--- config.mk ---
export PLATFORM = sky130hd
export DESIGN_NAME = wrr_arb_flat
export DESIGN_NICKNAME = d
export VERILOG_FILES = /design/src/rtl/wrr_arb_if.sv /design/src/rtl/wrr_arb.sv /design/src/flat_wrapper.sv
export SDC_FILE = /design/constraint.sdc
export NUM_CORES = 1
export LEC_CHECK = 0
export BUFFER_PORTS_ARGS = -buffer_cell sky130_fd_sc_hd__buf_2
export CORE_ASPECT_RATIO = 0.7
export CORE_MARGIN = 2
export CORE_UTILIZATION = 50
export DETAILED_ROUTE_END_ITERATION = 16
export PLACE_DENSITY = 0.82
export SYNTH_ARGS = -nofsm -noshare
export SYNTH_HDL_FRONTEND = slang
export SYNTH_SLANG_ARGS = --single-unit
--- constraint.sdc ---
create_clock -name clk -period 1.8 [get_ports clk]
set_clock_uncertainty 0.15 [all_clocks]
set_input_delay 0.27 -clock clk [delete_from_list [all_inputs] [get_ports clk]]
set_output_delay 0.27 -clock clk [all_outputs]
set_load 0.01 [all_outputs]
--- src/rtl/wrr_arb_if.sv ---
// wrr_arb_if: request/config/grant bundle between requesters and the
// weighted round-robin arbiter. The lock signal exists only when the
// ARB_LOCK_EN macro is defined.
interface wrr_arb_if #(
   parameter int QW = 3
);
   logic [3:0]    req;
   logic          cfg_we;
   logic [1:0]    cfg_idx;
   logic [QW-1:0] cfg_q;
`ifdef ARB_LOCK_EN
   logic          lock;
`endif
   logic [3:0]    gnt;
   logic [1:0]    gnt_id;
   logic          busy;

`ifdef ARB_LOCK_EN
   modport master (output req, cfg_we, cfg_idx, cfg_q, lock,
                   input  gnt, gnt_id, busy);
   modport slave  (input  req, cfg_we, cfg_idx, cfg_q, lock,
                   output gnt, gnt_id, busy);
`else
   modport master (output req, cfg_we, cfg_idx, cfg_q,
                   input  gnt, gnt_id, busy);
   modport slave  (input  req, cfg_we, cfg_idx, cfg_q,
                   output gnt, gnt_id, busy);
`endif
endinterface

--- src/rtl/wrr_arb.sv ---
// wrr_arb: four-requester weighted round-robin arbiter. Each requester owns a
// programmable quantum q and may hold the grant for up to q+1 cycles before
// the grant is handed to the next requester in round-robin order.
// Optional feature macro ARB_LOCK_EN: adds a lock input that suspends quantum
// expiry while the current owner keeps requesting.
module wrr_arb #(
   parameter int QW   = 3,
   parameter int NREQ = 4   // fixed at 4; the grant encoding assumes it
) (
   input logic      clk,
   input logic      rst,
   wrr_arb_if.slave bus
);

   typedef enum logic {IDLE, GRANT} state_t;

   state_t        state, state_nxt;
   logic [QW-1:0] q_reg [NREQ];
   logic [QW-1:0] cnt, cnt_nxt;
   logic [QW-1:0] cur_q, cur_q_nxt;
   logic [1:0]    ptr, ptr_nxt;
   logic [3:0]    gnt_r, gnt_nxt;
   logic [1:0]    id_r, id_nxt;
   logic          busy_r;
   logic [1:0]    sel;
   logic          hold;
   logic          expire;
   logic          start;

   // First requesting index when scanning p+1, p+2, p+3, p (mod 4).
   // Scanning downward lets the closest candidate overwrite the others.
   function automatic logic [1:0] pick(input logic [3:0] r, input logic [1:0] p);
      logic [1:0] cand;
      logic [1:0] found;
      found = p;
      for (int k = 4; k >= 1; k--) begin
         cand = p + 2'(k);
         if (r[cand]) found = cand;
      end
      return found;
   endfunction

   assign bus.gnt    = gnt_r;
   assign bus.gnt_id = id_r;
   assign bus.busy   = busy_r;

   // Quantum table: written by the config port, restored to 3 on reset.
   // A write landing on the same edge as a new grant is not seen by that
   // grant because cur_q samples the table before this update.
   always_ff @(posedge clk) begin
      if (rst) begin
         for (int k = 0; k < NREQ; k++) q_reg[k] <= QW'(3);
      end else if (bus.cfg_we) begin
         q_reg[bus.cfg_idx] <= bus.cfg_q;
      end
   end

   // Next-state logic: while granted, ptr is the owner's index, so the same
   // search from ptr serves both the idle case and the release handover.
   always_comb begin
      state_nxt = state;
      cnt_nxt   = cnt;
      cur_q_nxt = cur_q;
      ptr_nxt   = ptr;
      gnt_nxt   = gnt_r;
      id_nxt    = id_r;
      start     = 1'b0;
      sel       = pick(bus.req, ptr);
`ifdef ARB_LOCK_EN
      hold      = bus.lock & bus.req[ptr];
`else
      hold      = 1'b0;
`endif
      expire    = (cnt == cur_q) & ~hold;

      case (state)
         IDLE: begin
            start = |bus.req;
         end
         GRANT: begin
            if (!bus.req[ptr] || expire) begin
               if (|bus.req) begin
                  start = 1'b1;
               end else begin
                  state_nxt = IDLE;
                  gnt_nxt   = 4'b0000;
                  id_nxt    = 2'd0;
               end
            end else if (cnt != cur_q) begin
               cnt_nxt = cnt + 1'b1;
            end
         end
         default: begin
            state_nxt = IDLE;
            gnt_nxt   = 4'b0000;
            id_nxt    = 2'd0;
         end
      endcase

      if (start) begin
         state_nxt = GRANT;
         cnt_nxt   = '0;
         cur_q_nxt = q_reg[sel];
         ptr_nxt   = sel;
         gnt_nxt   = 4'b0001 << sel;
         id_nxt    = sel;
      end
   end

   // State and registered outputs; busy is derived from the same next grant
   // so all three outputs always agree within a cycle.
   always_ff @(posedge clk) begin
      if (rst) begin
         state  <= IDLE;
         cnt    <= '0;
         cur_q  <= '0;
         ptr    <= 2'd3;
         gnt_r  <= 4'b0000;
         id_r   <= 2'd0;
         busy_r <= 1'b0;
      end else begin
         state  <= state_nxt;
         cnt    <= cnt_nxt;
         cur_q  <= cur_q_nxt;
         ptr    <= ptr_nxt;
         gnt_r  <= gnt_nxt;
         id_r   <= id_nxt;
         busy_r <= |gnt_nxt;
      end
   end

endmodule

--- src/flat_wrapper.sv ---
// flat-port wrapper written by rule: the top's interface ports become plain ports
module wrr_arb_flat 
#(
   parameter int QW   = 3,
   parameter int NREQ = 4                                               
)
  (clk, rst, bus_req, bus_cfg_we, bus_cfg_idx, bus_cfg_q, bus_gnt, bus_gnt_id, bus_busy);
  wrr_arb_if #(.QW(QW)) bus_i ();
  input logic clk;
  input logic rst;
  input wire logic [$bits(bus_i.req)-1:0] bus_req;
  input wire logic [$bits(bus_i.cfg_we)-1:0] bus_cfg_we;
  input wire logic [$bits(bus_i.cfg_idx)-1:0] bus_cfg_idx;
  input wire logic [$bits(bus_i.cfg_q)-1:0] bus_cfg_q;
  output wire logic [$bits(bus_i.gnt)-1:0] bus_gnt;
  output wire logic [$bits(bus_i.gnt_id)-1:0] bus_gnt_id;
  output wire logic [$bits(bus_i.busy)-1:0] bus_busy;
  assign bus_i.req = bus_req;
  assign bus_i.cfg_we = bus_cfg_we;
  assign bus_i.cfg_idx = bus_cfg_idx;
  assign bus_i.cfg_q = bus_cfg_q;
  assign bus_gnt = bus_i.gnt;
  assign bus_gnt_id = bus_i.gnt_id;
  assign bus_busy = bus_i.busy;
  wrr_arb #(.QW(QW), .NREQ(NREQ)) u_core (.clk(clk), .rst(rst), .bus(bus_i));
endmodule
# After elaboration in Yosys (flattened, before gate mapping)

Memory sizes are Yosys's and may differ from the RTL's. A register that Yosys moved wholly into a read port is not among the register bits.
Cells that the tools add are included.

Bits of input ports: 12
RAM bits: 12
Output and inout port bits: 7
Memories: 1
Register bits: 13
Logic and storage cells: 64

Equal/unequal tests: 3
Muxes and demuxes: 33
Shift operators: 1
$add $sub $neg: 4
Reductions and logical operators: 10
Bitwise operators: 2
$lt $le $gt $ge: 4

Memory list:

| name         | depth | width | rd ports | clocked after memory_dff | write ports | line          | source |
|---|---|---|---|---|---|---|---|
| u_core.q_reg | 4     | 3     | 1        | 1                        | 4           | wrr_arb.sv:18 | `logic [QW-1:0] q_reg [NREQ];` |

Operators by type and width:

| cell                                                       | number |
|---|---|
| two-way mux 2 bit                                          | 8 |
| two-way mux 4 bit                                          | 4 |
| two-way mux 1 bit                                          | 15 |
| less-than comparator 2 x 3 -> 1 bit, second input constant | 4 |
| binary-select mux 1 bit (select 2 bit)                     | 4 |
| OR reduction 4 bit                                         | 2 |
| AND reduction 3 bit                                        | 2 |
| adder 2 bit, second input constant                         | 2 |
| nonzero test 2 bit                                         | 2 |
| left shift 1 x 2 -> 4 bit, first input constant            | 1 |
| adder 3 x 1 -> 3 bit, second input constant                | 1 |
| == test 3 bit                                              | 1 |
| two-way mux 3 bit                                          | 1 |
| inequality test 3 bit                                      | 1 |
| OR reduction 3 bit                                         | 1 |
| adder 2 x 1 -> 2 bit, second input constant                | 1 |
| inequality test 2 x 1 -> 1 bit, second input constant      | 1 |
| inverter 1 bit                                             | 2 |
| one-hot mux 1 bit (2 select lines)                         | 1 |
| OR reduction 2 bit                                         | 1 |
| zero test 1 bit                                            | 1 |
| logical OR 1 bit                                           | 1 |

# Depth between registers and ports, before layout

Gate-level depths: netlist (run 1).

Depth after elaboration: 9
Depth in mapped cells: 6
Gate-level depth less buffers: 5

# Worst setup path before layout (run 1)

Ideal clock, no wire load.

Path kind: flip-flop to flip-flop
From: register u_core.ptr[0]
To: register u_core.cur_q[1] (read register of u_core.q_reg)
Period minus slack after synthesis: 1809 ps
Data required time: 1534 ps
Buffers on the path: 0
Setup time: 116 ps
Arrival time: 1542 ps
Stages on the path, launching flop included: 6
Slack: -9 ps
Cells stage by stage: dfxtp_1 -> mux4_2 -> o311ai_4 -> nand2_4 -> and3b_1 -> a41o_1

Longest elaborated chain between the ends: 6
Elaborated cells between the ends (all ways): 18
Those cells by class: add/sub: 3; mux: 13; reduce/logical: 2

RTL lines:

| what                                                                               | line                         | source |
|---|---|---|
| from (decl)                                                                        | wrr_arb.sv:21                | `logic [1:0] ptr, ptr_nxt;` |
| from (signal assigned)                                                             | wrr_arb.sv:125               | `ptr <= ptr_nxt;` |
| adder 2 bit / binary-select mux 1 bit (select 2 bit) (equally long branches)       | wrr_arb.sv:37, wrr_arb.sv:81 |  |
| binary-select mux 1 bit (select 2 bit) / two-way mux 1 bit (equally long branches) | wrr_arb.sv:38, wrr_arb.sv:81 |  |
| two-way mux 1 bit (not written as such) / zero test 1 bit (equally long branches)  | wrr_arb.sv:38, wrr_arb.sv:81 |  |
| two-way mux 2 bit / logical OR 1 bit (equally long branches)                       | wrr_arb.sv:38, wrr_arb.sv:81 |  |
| two-way mux 2 bit / two-way mux 1 bit (equally long branches)                      | wrr_arb.sv:38, wrr_arb.sv:81 |  |
| two-way mux 2 bit / one-hot mux 1 bit (2 select lines) (equally long branches)     | wrr_arb.sv:38, wrr_arb.sv:76 |  |
| to (decl)                                                                          | wrr_arb.sv:20                | `logic [QW-1:0] cur_q, cur_q_nxt;` |

Several ways; a longest one is shown, not always the timed one. The select of a mux whose other input is x is not followed.
A chain may end at the register's enable or synchronous reset.

# Worst setup path in the final report (run 1)

From: register u_core.ptr[0]
To: register u_core.cur_q[0] (read register of u_core.q_reg)

The elaborated chain is that of the path after synthesis.

==> results.json, run 1 <==
{
  "status": "completed",
  "route.antenna.remaining_nets": 0,
  "diodes": 0,
  "cts_tree": "done",
  "dr.pass1.iters": 4,
  "num_rows": 15,
  "h-tree-depth": 1,
  "p_leak_nw": 0.760,
  "vias": 1113,
  "async_flop_share_pct": 0,
  "hold_end": "u_core.q_reg[1][1]$_SDFFCE_PN1P_",
  "synth_edf_count": 12,
  "grt_setup_unrepaired": "true",
  "fillers": 196,
  "fmax_mhz": 558,
  "hold_depth": 2,
  "seq_area_frac_synth_pct": 49.6,
  "start_kind": "flip-flop",
  "finalMaxSlewViolations": 0,
  "p_sw_w": 0.000566,
  "crit_arrival_ns": 1.82,
  "dp.final_hpwl_um": 2300,
  "cts_hold_buf": 0,
  "hold_slack_ns": 0.154,
  "switching_share_pct": 31.9,
  "die_y_um": 47.8,
  "reg2reg_slack_ns": 0.008,
  "p_total_w": 0.00178,
  "chipWidth_um": 66.6,
  "ys_ff_latch": 28,
  "synth_xor_area_share_pct": 1.92,
  "start_util_pct": 54.1,
  "synth_top_area_share_pct": 26.3,
  "setup_viol": 0,
  "tightest_slew_ns": 0.427,
  "nets": 181,
  "drc_errors": 0,
  "hold_path_class": "input pin to flip-flop",
  "drt-total-wl_um": 3020,
  "syn_avg_cell_area_um2": 10.6,
  "synth_simple_gate_area_share_pct": 23.0,
  "clk_path_buf_depth": 2,
  "synth_ff_type": "dfxtp_1",
  "muxShareOfSynthArea_pct": 1.64,
  "yosys_warnings": 0,
  "syn_to_final_growth_pct": 23.1,
  "synth_cells": 129,
  "grt_pass1_wl_um": 4870,
  "netlist_area_um2": 1370,
  "track_usage_pct": 20.9,
  "numPortBuffers": 18,
  "clkPwrFrac_pct": 20.1,
  "reg2reg_from": "u_core.ptr[0]$_SDFFE_PP1P_",
  "p_int_w": 0.00121,
  "grt_pass1_vias": 1113,
  "cp_max_fo": 7,
  "syn_nets": 142,
  "ys_types": 39,
  "r2r-end": "u_core.cur_q[0]$_SDFFE_PP0P_",
  "min_period_ns": 1.79,
  "yosys.area.top_type": "edfxtp_1",
  "endpoint_kind": "flip-flop",
  "report.final.hold_viol_count": 0,
  "die-area_um2": 3180,
  "yosys.area_share.adder_pct": 0.912,
  "clk_pin_slew_ns": 0.09,
  "cts-root-buf": "clkbuf_8",
  "viasPerCell": 5.54,
  "cts_buffers": 3,
  "drive_above_1_share_pct": 32.3,
  "critPathKind": "flip-flop to flip-flop",
  "hp-start": "bus_cfg_q[1]",
  "fin_util_pct": 66.6,
  "overflow": 0,
  "clock_sinks": 28,
  "dr.first_iter.drc_count": 114,
  "largest_register_ffs": 12,
  "clk_latency_ns": 0.27,
  "ir_drop_v": 0.000514,
  "synthTopCellsByArea": "edfxtp_1, dfxtp_1, nand2b_1",
  "seqPwrFrac_pct": 45.8,
  "grt_max_degree": 18,
  "synth_compound_area_share_pct": 19.5,
  "antenna_found_initial": 0,
  "powerDensity_nw_per_um2": 1050,
  "critPathLaunch": "u_core.ptr[0]$_SDFFE_PP1P_",
  "maxSlewHeadroom_pct": 71.3,
  "fin_crit_sh_pct": 99.5,
  "yosys-top-cells-count": "dfxtp_1, edfxtp_1, nand2b_1, nor2_1, inv_1",
  "r2r_cells": 5,
  "max_cap_violations": 0,
  "yosysMostFrequentCell": "dfxtp_1",
  "core_area_um2": 2530,
  "ios": 19,
  "critPathRequiredTime_ns": 1.83,
  "place_congestion": 0.881,
  "synth_top_family_by_area": "simple AND/OR/NAND/NOR gates",
  "avgRoutedWirePerCell_um": 15.0,
  "power_frac_comb_pct": 34.1
}
## through the flow
stage          cells  cell area [um^2]  setup WS (ns)  TNS (ns)
6_report         201              1690        0.00821         0
5_1_grt          201              1690        -0.0511    -0.270
4_1_cts          200              1670        0.00131         0
3_5_place_dp     196              1620        -0.0428    -0.106
3_3_place_gp     196              1620        -0.0168   -0.0459
2_1_floorplan    129              1370         0.0357         0
## what timing repair did
| action | CTS | global route |
|---|---|---|
| buffers inserted | 0 | 1 |
| gates resized for setup | 1 | 4 |
| pin swaps | 0 | 5 |
| hold endpoints to repair | 0 | 0 |
| setup endpoints to repair | 2 | 12 |
## metal layers
layer	wire (um)	track usage (%)	vias up
met5	0	0	-
met4	18	6.53	0
met3	165	5.18	4
met2	1500	38.4	38
met1	1340	25.0	515
li1	-	-	556
## cells in the final DEF, fill, tap and decap left out, types with 2 or more instances in the layout
| cell | n |
|---|---|
| dfxtp_1 | 15 |
| buf_2 | 18 |
| nor2_2 | 2 |
| nand2b_1 | 11 |
| a211o_1 | 2 |
| clkbuf_8 | 3 |
| a21o_1 | 2 |
| buf_4 | 19 |
| nor2_1 | 9 |
| o21ai_0 | 2 |
| nor3_1 | 2 |
| xor2_1 | 3 |
| nor3b_1 | 2 |
| nand4_1 | 6 |
| and3b_1 | 3 |
| nor2b_1 | 3 |
| a41o_1 | 3 |
| a22o_1 | 4 |
| o211ai_1 | 6 |
| and2_1 | 4 |
| edfxtp_1 | 12 |
| a21oi_1 | 2 |
| or2_2 | 3 |
| inv_1 | 8 |
| nor4_1 | 2 |
| nand2_1 | 3 |
## power groups by stage
stage                     Clock, W  Combinational, W  Sequential [W]
final                     0.000357          0.000606        0.000813
after global routing      0.000379          0.000655        0.000826
after CTS                 0.000354          0.000577        0.000813
after detailed placement         0          0.000572        0.000829
after global placement           0          0.000553        0.000824
after floorplan                  0          0.000338        0.000839
## cell type report
type / count / area (um^2) / area share [%]
clock buffers: 4 / 45.0 / 2.67
inverters: 8 / 30.0 / 1.78
multi-input cells: 90 / 656 / 38.8
flip-flops and latches: 28 / 682 / 40.4
well taps: 34 / 42.5 / 2.52
repair buffers: 37 / 233 / 13.8
## critical path, cell delays in order, from the launching register on
cell and delay, ns:
dfxtp_2 0.35, mux4_2 0.53, o311ai_4 0.15, nand2_4 0.12, and3b_1 0.19, a41o_1 0.20
## worst max path at each step
| stage | end | slack (ns) |
|---|---|---|
| 2_1_floorplan | u_core.cur_q[1]$_SDFFE_PP0P_ | 0.04 |
| 3_3_place_gp | u_core.cur_q[0]$_SDFFE_PP0P_ | -0.02 |
| 3_5_place_dp | u_core.cur_q[1]$_SDFFE_PP0P_ | -0.04 |
| 4_1_cts | u_core.cur_q[0]$_SDFFE_PP0P_ | 0.001 |
| 5_1_grt | u_core.cur_q[1]$_SDFFE_PP0P_ | -0.05 |
| 6_report | u_core.cur_q[0]$_SDFFE_PP0P_ | 0.008 |
## cell families (layout without fill, tap and decap cells)
logic type	after synthesis	in the layout
AO/OA/AOI/OAI	31	31
AND/OR/NAND/NOR	54	54
multiplexers	1	1
flip-flops	28	28
buffers and inverters	11	49
adder cells (fa/ha/maj)	1	1
XOR/XNOR	3	3
Power figures use the tool's default switching activity.
==> run 2: changes to the inputs <==
--- a/config.mk
+++ b/config.mk
@@ -5,10 +5,11 @@
 export SDC_FILE = /design/constraint.sdc
 export NUM_CORES = 1
 export LEC_CHECK = 0
+export ABC_AREA = 1
 export BUFFER_PORTS_ARGS = -buffer_cell sky130_fd_sc_hd__buf_2
 export CORE_ASPECT_RATIO = 0.7
 export CORE_MARGIN = 2
-export CORE_UTILIZATION = 50
+export CORE_UTILIZATION = 51
 export DETAILED_ROUTE_END_ITERATION = 16
 export PLACE_DENSITY = 0.82
 export SYNTH_ARGS = -nofsm -noshare
==> results.json, run 2 <==
{
  "clk_latency_ns": 0.28,
  "fin_area_um2": 1830,
  "syn_nets": 208,
  "place_congestion": 0.820,
  "nets": 238,
  "num_rows": 16,
  "hold_path_class": "input pin to flip-flop",
  "avgRoutedWirePerCell_um": 11.8,
  "critPathKind": "flip-flop to flip-flop",
  "yosys.area.top_type": "edfxtp_1",
  "synth_cells": 195,
  "synthTopCellsByArea": "edfxtp_1, dfxtp_1, nand2_1",
  "ios": 19,
  "layout_common_cells": "nand2_1, inv_1, buf_2, nand3_1",
  "max_cap_violations": 0,
  "ir_drop_v": 0.000950,
  "yosys_warnings": 0,
  "crit_arrival_ns": 1.80,
  "dp.cells": 252,
  "clk_path_buf_depth": 2,
  "viasPerCell": 5.06,
  "yosysMostFrequentCell": "nand2_1",
  "syn_to_final_growth_pct": 19.9,
  "synth_top_area_share_pct": 23.6,
  "dr.first_iter.drc_count": 66,
  "start_util_pct": 54.0,
  "reg2reg_slack_ns": 0.04,
  "clk_pin_slew_ns": 0.09,
  "vias": 1316,
  "tightest_slew_ns": 0.472,
  "cp_common_cell": "nand2_1",
  "diodes": 0,
  "grt_max_degree": 17,
  "seq_area_frac_synth_pct": 44.6,
  "dp.final_hpwl_um": 2240,
  "dpl_cell_area_um2": 1680,
  "p_leak_nw": 0.894,
  "fmax_mhz": 568,
  "fin_crit_sh_pct": 97.9,
  "drc_errors": 0,
  "cts-root-buf": "clkbuf_8",
  "syn_avg_cell_area_um2": 7.82,
  "path_cells": "buf_6, inv_8, nand2_1, nand2_2, nand2_1, nand2_2, nand2_4, nand3_4, nand2_8, inv_2, nand2_1, nand3_1, nand3_1, nand2_1",
  "die-area_um2": 3450,
  "report.final.hold_viol_count": 0,
  "mostFrequentLayoutCell": "nand2_1",
  "synth_ff_type": "dfxtp_1",
  "drt-total-wl_um": 3080,
  "crit_slowest_cell": "dfxtp_2",
  "cts_hold_buf": 0,
  "critPathRequiredTime_ns": 1.83,
  "numPortBuffers": 18,
  "yosys-top-cells-count": "nand2_1, inv_1, nand3_1, dfxtp_1, nor2_1",
  "netlist_area_um2": 1530,
  "powerDensity_nw_per_um2": 1710,
  "drive_above_1_share_pct": 30.8,
  "ys_types": 29,
  "dr.pass1.iters": 5,
  "cp_max_fo": 7,
  "die_y_um": 49.8,
  "chipWidth_um": 69.4,
  "grt_pass1_wl_um": 4970,
  "overflow": 0,
  "status": "completed",
  "antenna_found_initial": 0,
  "endpoint_kind": "flip-flop",
  "critPathMaxStageDelay_ns": 0.36,
  "track_usage_pct": 18.1,
  "largest_register_ffs": 12,
  "h-tree-depth": 1,
  "maxSlewHeadroom_pct": 68.3,
  "min_period_ns": 1.76,
  "ys_ff_latch": 28,
  "synth_edf_count": 12,
  "clock_sinks": 28,
  "route.antenna.remaining_nets": 0,
  "grt_pass1_vias": 1114,
  "cts_buffers": 3,
  "setup_viol": 0,
  "cts_tree": "done",
  "core_area_um2": 2820,
  "finalMaxSlewViolations": 0,
  "async_flop_share_pct": 0,
  "start_kind": "flip-flop",
  "fin_cells": 260
}
## run 2: cell count changes in the layout (fill, tap and decap cells not counted), sizes merged, moves of 4 or more
cell,before,now
and2,4,0
inv,8,29
nor2,12,16
a22o,4,0
nand2b,11,0
buf,37,25
nand4,6,1
nand2,4,82
o211ai,6,2
nand3,0,19
## run 2: per-layer routing
layer	global-route usage, %	routed length [um]	up-vias
met5	0	0	-
met4	4.25	68	0
met3	4.91	119	9
met2	26.1	1320	32
met1	26.9	1570	603
li1	-	-	672
## run 2: through the flow
| stage | util, % | hold slack (ns) | setup WS (ns) | power, W | TNS (ns) |
|---|---|---|---|---|---|
| 3_5_place_dp | 59.5 | 0.304 | 0.0812 | 0.00240 | 0 |
| 5_1_grt | 64.8 | 0.139 | -0.0495 | 0.00336 | -0.157 |
| 6_report | 64.8 | 0.149 | 0.0382 | 0.00312 | 0 |
| 4_1_cts | 62.0 | 0.138 | 0.0633 | 0.00291 | 0 |
| 2_1_floorplan | - | 0.189 | 0.231 | 0.00211 | 0 |
| 3_3_place_gp | 59.5 | 0.305 | 0.0939 | 0.00237 | 0 |
## run 2: final cells by class
cell class	instances	area, um^2
multi-input cells	137	756
inverters	30	123
clock inverters	1	30.0
well taps	36	45.0
fillers	233	995
repair buffers	25	150
clock buffers	3	41.3
flip-flops and latches	28	683
## run 2: path summary, 6_finish.rpt
check                                  to  cells past startpoint                          from
min reg2reg  u_core.cur_q[2]$_SDFFE_PP0P_                      2  u_core.cur_q[2]$_SDFFE_PP0P_
max reg2reg  u_core.cur_q[2]$_SDFFE_PP0P_                     14    u_core.ptr[0]$_SDFFE_PP1P_
max          u_core.cur_q[2]$_SDFFE_PP0P_                     14    u_core.ptr[0]$_SDFFE_PP1P_
min          u_core.q_reg[3][1]$_DFFE_PP_                      3                           rst
## run 2: logic make-up after synthesis
kind of cell / count (synthesis) / share of synthesized area, %
buf+inv: 31 / 8.78
simple gates: 121 / 39.5
flops: 28 / 44.6
fa+ha+maj: 1 / 0.820
xor+xnor: 4 / 2.30
compound gates: 10 / 4.02
## run 2: repair_timing
| item | in CTS | in global routing |
|---|---|---|
| endpoints found under the setup margin | 0 | 8 |
| buffers inserted | 0 | 3 |
| resized for setup | 0 | 16 |
## run 2: where the power goes
part,switching (W),leakage (nW),internal (W),total (W)
combinational,0.00110,0.609,0.000644,0.00175
clock,0.000198,0.0357,0.000298,0.000496
sequential,0.0000755,0.250,0.000803,0.000878
total,0.00138,0.894,0.00174,0.00312
## run 2: worst max-delay path: cells and delay by family, from the launching register on
family                 cells  cell delay, ns
buffers and inverters      3            0.19
flip-flops                 1            0.36
AND/OR/NAND/NOR           11            0.97
